[src/rtl/seg7_scan_driver.sv]
// Seven-segment scan driver for the processor debug word: captures a 32-bit value,
// shows one 16-bit half as four multiplexed hex digits, and a debounced button selects the half.
module seg7_scan_driver #(
  parameter int REFRESH_DIV     = 50000,
  parameter int DEBOUNCE_CYCLES = 500000
) (
  input  logic        clk,
  input  logic        reset,
  input  logic [31:0] data_in,
  input  logic        load,
  input  logic        half_btn,
  input  logic        blank,
  output logic [6:0]  seg,
  output logic [3:0]  an,
  output logic        dp,
  output logic        half_sel
);

  localparam int PS_W = $clog2(REFRESH_DIV);
  localparam int DB_W = (DEBOUNCE_CYCLES > 1) ? $clog2(DEBOUNCE_CYCLES) : 1;
  localparam logic [PS_W-1:0] PS_LAST = PS_W'(REFRESH_DIV - 1);
  localparam logic [DB_W-1:0] DB_LAST = DB_W'(DEBOUNCE_CYCLES - 1);

  logic [31:0]     data_q;
  logic [PS_W-1:0] prescaler;
  logic [1:0]      digit_idx;
  logic            tick;
  logic [1:0]      sync_q;
  logic [DB_W-1:0] db_cnt;
  logic            db_level;
  logic            db_level_q;
  logic [15:0]     half_word;
  logic [3:0]      nibble;

  function automatic logic [6:0] hex_to_seg(input logic [3:0] nib);
    case (nib)
      4'h0:    hex_to_seg = 7'h40;
      4'h1:    hex_to_seg = 7'h79;
      4'h2:    hex_to_seg = 7'h24;
      4'h3:    hex_to_seg = 7'h30;
      4'h4:    hex_to_seg = 7'h19;
      4'h5:    hex_to_seg = 7'h12;
      4'h6:    hex_to_seg = 7'h02;
      4'h7:    hex_to_seg = 7'h78;
      4'h8:    hex_to_seg = 7'h00;
      4'h9:    hex_to_seg = 7'h10;
      4'hA:    hex_to_seg = 7'h08;
      4'hB:    hex_to_seg = 7'h03;
      4'hC:    hex_to_seg = 7'h46;
      4'hD:    hex_to_seg = 7'h21;
      4'hE:    hex_to_seg = 7'h06;
      default: hex_to_seg = 7'h0E;
    endcase
  endfunction

  // NOTE: state is updated with non-blocking assignments so every flop samples pre-edge values.
  always_ff @(posedge clk or negedge reset) begin
    if (!reset) begin
      data_q <= '0;
    end else if (load) begin
      data_q <= data_in;
    end
  end

  assign tick = (prescaler == PS_LAST);

  always_ff @(posedge clk or negedge reset) begin
    if (!reset) begin
      prescaler <= '0;
      digit_idx <= '0;
    end else if (tick) begin
      prescaler <= '0;
      digit_idx <= digit_idx + 2'd1;
    end else begin
      prescaler <= prescaler + PS_W'(1);
    end
  end

  // Two-flop synchronizer followed by a counter that only accepts a level held for the full window.
  always_ff @(posedge clk or negedge reset) begin
    if (!reset) begin
      sync_q     <= '0;
      db_cnt     <= '0;
      db_level   <= 1'b0;
      db_level_q <= 1'b0;
    end else begin
      sync_q     <= {sync_q[0], half_btn};
      db_level_q <= db_level;
      if (sync_q[1] == db_level) begin
        db_cnt <= '0;
      end else if (db_cnt == DB_LAST) begin
        db_level <= sync_q[1];
        db_cnt   <= '0;
      end else begin
        db_cnt <= db_cnt + DB_W'(1);
      end
    end
  end

  always_ff @(posedge clk or negedge reset) begin
    if (!reset) begin
      half_sel <= 1'b0;
    end else if (db_level && !db_level_q) begin
      half_sel <= ~half_sel;
    end
  end

  // NOTE: every signal driven in always_comb gets a value on every path so no latch is inferred.
  always_comb begin
    half_word = half_sel ? data_q[31:16] : data_q[15:0];
    nibble    = half_word[{digit_idx, 2'b00} +: 4];
  end

  // The cycle after tick is a dark gap so the previous digit's segments never ghost onto the next anode.
  always_ff @(posedge clk or negedge reset) begin
    if (!reset) begin
      an  <= 4'b1111;
      seg <= 7'h7F;
      dp  <= 1'b1;
    end else begin
      an  <= (tick || blank) ? 4'b1111 : ~(4'b0001 << digit_idx);
      seg <= hex_to_seg(nibble);
      dp  <= (half_sel && (digit_idx == 2'd3) && !blank && !tick) ? 1'b0 : 1'b1;
    end
  end

endmodule

[config.mk]
export PLATFORM = sky130hd
export DESIGN_NAME = seg7_scan_driver
export DESIGN_NICKNAME = d
export VERILOG_FILES = /design/src/rtl/seg7_scan_driver.sv
export SDC_FILE = /design/constraint.sdc
export NUM_CORES = 1
export LEC_CHECK = 0
export ABC_AREA = 1
export ABC_CLOCK_PERIOD_IN_PS = 2000
export CAP_MARGIN = 20
export CORE_MARGIN = 2
export CORE_UTILIZATION = 35
export CTS_CLUSTER_SIZE = 30
export DETAILED_ROUTE_END_ITERATION = 10
export GPL_ROUTABILITY_DRIVEN = 0
export MAX_ROUTING_LAYER = met4
export SLEW_MARGIN = 20
export SYNTH_ARGS = -nofsm -noshare
export SYNTH_HDL_FRONTEND = slang
export SYNTH_SLANG_ARGS = --single-unit
[constraint.sdc]
create_clock -name clk -period 2 [get_ports clk]
set_clock_uncertainty 0.15 [all_clocks]
set_input_delay 0.3 -clock clk [delete_from_list [all_inputs] [get_ports clk]]
set_output_delay 0.3 -clock clk [all_outputs]
set_load 0.005 [all_outputs]
# Word-level counts from Yosys, hierarchy flattened
# Memories as Yosys holds them, arrays and structs flattened. A register that Yosys moved wholly into a read port is not among the register bits.
# Cells that the tools add are included.
op_classes:
  add_sub_neg: 3
  n_eq_ne: 4
  n_shift: 2
  muxes: 6
  n_bitwise: 3
  n_reduce_logical: 10
ops:
  columns: ["cell", "n"]
  rows:
  - ["19-bit 2-to-1 mux", 2]
  - ["16-bit 2-to-1 mux", 2]
  - ["19-bit by 1-bit adder with 19-bit output, second input constant", 1]
  - ["19-bit == test, second input constant", 1]
  - ["16-bit by 1-bit adder with 16-bit output, second input constant", 1]
  - ["16-bit == test, second input constant", 1]
  - ["16-bit by 5-bit variable part select with 4-bit output", 1]
  - ["1-bit logical AND", 4]
  - ["1-bit logical NOT", 4]
  - ["4-bit 2-to-1 mux", 1]
  - ["4-bit NOT", 1]
  - ["1-bit by 2-bit left shift with 4-bit output, first input constant", 1]
  - ["2-bit by 1-bit adder with 2-bit output, second input constant", 1]
  - ["2-bit == test, second input constant", 1]
  - ["1-bit NOT", 2]
  - ["2-bit AND reduction", 1]
  - ["1-bit == test", 1]
  - ["1-bit logical OR", 1]
  - ["1-bit 2-to-1 mux", 1]
totals:
  reg_bits: 79
  romBits: 112
  input_bits: 37
  out_inout_bits: 13
  elab_cells: 39
  n_memories: 1
mem_list:
  columns: ["name", "depth", "word_bits", "rd", "rd_clocked_by_memory_dff", "wr", "line_no", "rtl"]
  rows:
  - ["(name not given)", 16, 7, 1, 1, 0, "36", "case (nib)"]

# Logic depth before layout (Yosys ltp)
# Gate-level depths: netlist of run 1.
depth:
  ltp_word: 5
  mapped_depth: 12
  ltp_nobuf: 11

# Worst setup path before layout of run 1
# No wires, ideal clock.
synth_timing:
  path_kind: "register to register"
  startpoint: "register half_sel"
  endpoint: "register seg[5]"
  setup_time_ns: 0.076
  arrival_ns: 1.525
  required_time_ns: 1.774
  setup_slack_ns: 0.250
  path_stages_with_launch: 13
  n_path_buf: 1
  period_less_slack_ns: 1.750
  path_cell_list: "dfrtp_1 -> inv_1 -> buf_4 -> nand2_1 -> nand3_1 -> nand3_1 -> nand2_1 -> inv_1 -> ha_1 -> nand3_1 -> nand2_1 -> nand2_1 -> nand2_1"
synth_via:
  elab_chain_cells: 2
synth_lines:
  columns: ["item", "line_no", "rtl"]
  rows:
  - ["start, declared", "16", "output logic half_sel"]
  - ["start signal, assigned", "104", "half_sel <= ~half_sel;"]
  - ["16-bit 2-to-1 mux", "110", "half_word = half_sel ? data_q[31:16] : data_q[15:0];"]
  - ["16-bit by 5-bit variable part select with 4-bit output", "111", "nibble = half_word[{digit_idx, 2'b00} +: 4];"]
  - ["end, declared", "13", "output logic [6:0] seg,"]
# No other way between the ends.
# A chain may end at the register's enable or synchronous reset.

# Final worst setup path of run 1
layout_timing:
  startpoint: "register half_sel"
  endpoint: "output half_sel"
# No word-level cell between the ends.

==> results of run 1 <==
-- state kept, by name (all words and copies together) (netlist names) --
register / flops
data_q: 32
db_cnt: 19
prescaler: 16
seg: 7
an: 4
digit_idx: 2
sync_q: 2
db_level: 1
db_level_q: 1
dp: 1
half_sel: 1
-- Yosys cell counts, types with 2 or more instances --
cell type,n,area [µm²]
a21oi_1,4,20.0
nor2_2,7,43.8
nand4_1,11,68.8
nor2_4,2,22.5
nand2_1,150,563
nor3_1,5,25.0
inv_1,67,251
dfstp_2,12,315
xnor2_1,2,17.5
nand3_2,5,50.1
nor3_4,3,48.8
nand3b_1,3,22.5
nor2_1,51,191
xor2_1,15,131
o211ai_1,2,15.0
buf_2,3,15.0
buf_4,3,22.5
mux2_2,2,22.5
clkbuf_1,8,30.0
o21ai_1,2,10.0
nand2_2,3,18.8
ha_1,11,138
nand3_1,49,245
o21ai_0,34,170
dfrtp_1,74,1850
inv_2,4,15.0
nand2_4,2,22.5
-- repair_timing --
item	CTS	global route
endpoints found under the setup margin	0	13
setup buffers	0	1
hold buffers	1	0
endpoints found under the hold margin	15	0
resized for setup	0	5
-- worst max-delay path, stage by stage (launching register included) --
cell and delay (ps):
dfrtp_2 410, buf_6 200, clkdlybuf4s50_1 520
-- how the worst max path moves through the flow --
stage / from / end / slack, ps
after CTS: prescaler[0] / digit_idx[1] / 50
after floorplan: half_sel / seg[5] / 250
after global routing: half_sel / seg[6] / -20
after detailed placement: prescaler[0] / digit_idx[1] / 60
after global placement: prescaler[0] / digit_idx[0] / 140
final: half_sel / half_sel / 80
-- metrics by stage --
stage	std cells	instance area [µm²]	power, mW
finish	778	5470	3.93
global route	778	5470	4.09
CTS	776	5440	3.97
detailed placement	759	5140	2.31
global placement	759	5140	2.30
floorplan	544	4430	2.09
-- metal layers --
| metal | GRT usage (%) | vias up |
|---|---|---|
| met1 | 21.1 | 1721 |
| met5 | - | - |
| met4 | 5.56 | 0 |
| li1 | - | 1819 |
| met3 | 2.23 | 16 |
| met2 | 23.4 | 79 |
-- placed cells by master, fill, tap and decap left out, types with 5 or more instances in the layout --
master             n
buf_4              8
clkbuf_16          9
clkdlybuf4s50_1   47
dfrtp_1           73
dfstp_2           12
ha_1              11
inv_1             66
nand2_1          148
nand2_2            5
nand3_1           49
nand3_2            5
nand4_1           11
nor2_1            51
nor2_2             7
nor3_1             5
o21ai_0           34
xor2_1            15
-- kinds of logic after synthesis --
family,synth area share [%]
AO/OA/AOI/OAI,5.03
XOR/XNOR,3.36
adder cells (fa/ha/maj),3.11
AND/OR/NAND/NOR,31.0
multiplexers,0.509
buffers and inverters,8.02
flip-flops,48.9
-- area by class of cell --
| type | instances | area (µm²) |
|---|---|---|
| clock buffers | 12 | 246 |
| well taps | 172 | 215 |
| flip-flops and latches | 86 | 2170 |
| repair buffers | 60 | 597 |
| fillers | 1230 | 7000 |
| repair inverters | 1 | 5.00 |
| clock inverters | 4 | 47.5 |
| multi-input cells | 370 | 1910 |
| inverters | 73 | 280 |
-- power by group through the flow --
stage | clock, mW | sequential, mW | combinational, mW
floorplan | 0 | 1.90 | 0.186
global placement | 0 | 1.90 | 0.398
detailed placement | 0 | 1.90 | 0.404
CTS | 1.69 | 1.87 | 0.410
global route | 1.75 | 1.88 | 0.457
finish | 1.66 | 1.87 | 0.405
==> flow_metrics.env, run 1 <==
export IMPL_cts_root_buf="clkbuf_16"
export IMPL_fin_crit_ps=1920
export IMPL_dp_hpwl_um=7000
export IMPL_p_int_mw=3.03
export IMPL_crit_path_max_fanout=20
export IMPL_min_to="sync_q[1]"
export IMPL_rows=41
export IMPL_cts_buffers=9
export IMPL_ys_dominant_reg_cell="dfrtp_1"
export IMPL_p_leak_nw=2.64
export IMPL_power_switching_uw=906
export IMPL_drt_pass1_iter_count=6
export IMPL_overflow=0
export IMPL_cts_htree_levels=3
export IMPL_pwr_density_cell_nw_per_um2=719
export IMPL_netlist_area_um2=4430
export IMPL_die_area_um2=13600
export IMPL_hold_viol_final=0
export IMPL_path_clk_slew_ps=60
export IMPL_initial_core_util_pct=35.5
export IMPL_synth_avg_cell_area_um2=8.14
export IMPL_outcome="finished clean"
export IMPL_synth_cells=544
export IMPL_first_iter_violations=169
export IMPL_viasPerCell=4.67
export IMPL_holdCritPathClass="reg -> reg"
export IMPL_die_w_um=116
export IMPL_met1Wirelength_um=4780
export IMPL_end_kind="output pin"
export IMPL_seq_power_share_pct=47.6
export IMPL_wl_met3_um=278
export IMPL_timing_rr_end="seg[5]"
export IMPL_reg2reg_slack_ps=110
export IMPL_fin_crit_sh_pct=96.0
export IMPL_worstSetupPathType="reg -> out"
export IMPL_cap_violations=0
export IMPL_crit_required_ps=1550
export IMPL_antenna_found_initial=0
export IMPL_pwr_share_clk_pct=42.1
export IMPL_yosys_warnings=0
export IMPL_ys_ff_latch=86
export IMPL_highest_layer="met4"
export IMPL_holdWs_ps=199
export IMPL_swShare_pct=23.0
export IMPL_cts_path_max_buffers=2
export IMPL_hold_path_depth=0
export IMPL_r2r_start="half_sel"
export IMPL_synth_distinct_cells=37
export IMPL_nets=649
export IMPL_wirelength_um=9560
export IMPL_rr_worst_depth=11
export IMPL_core_area_um2=12500
export IMPL_min_from="sync_q[0]"
export IMPL_die_y_um=116
export IMPL_fmax_ghz=0.521
export IMPL_area_delta_synth_final_pct=23.5
export IMPL_cts_tree="yes"
export IMPL_ant_nets=0
export IMPL_setup_viol=0
export IMPL_setup_slack_ps=79.3
export IMPL_grt_total_usage_pct=15.4
export IMPL_num_io_pins=50
export IMPL_cp_start_kind="flip-flop"
export IMPL_drv_slew=0
export IMPL_syn_nets=592
export IMPL_drive_gt1_share_pct=12.4
export IMPL_clk_latency_ps=330
export IMPL_diodes=0
export IMPL_wl_met2_um=4350
export IMPL_clock_sinks=86
export IMPL_pre_cts_slack_ps=57.7
export IMPL_fin_util_pct=43.9
export IMPL_grt_pass1_vias=3568
export IMPL_slew_headroom_pct=74.4
export IMPL_worst_ir_drop_vdd_mv=0.312
export IMPL_synthArstFlopShare_pct=100
export IMPL_wl_per_cell_um=12.3
export IMPL_portBuffers=49
export IMPL_worst_pin_slew_ps=385
export IMPL_grt_pass1_wl_um=16200
export IMPL_drcViolationCount=0
export IMPL_grt_max_degree=52
export IMPL_vias=3635
export IMPL_fin_setup_tns_ps=0
export IMPL_synth_edff_count=0
export IMPL_comb_power_share_pct=10.3
export IMPL_cp_arrival_ps=1470
export IMPL_yosysSeqAreaShare_pct=48.9
No activity file was read; power rests on OpenSTA's default activity.
==> run 2: changes to the inputs <==
CTS_CLUSTER_DIAMETER = 40   (was unset)
CTS_CLUSTER_SIZE = 40   (was 30)
==> results of run 2 <==
No change in the layout: final DEF, timing and power equal those of run 1.
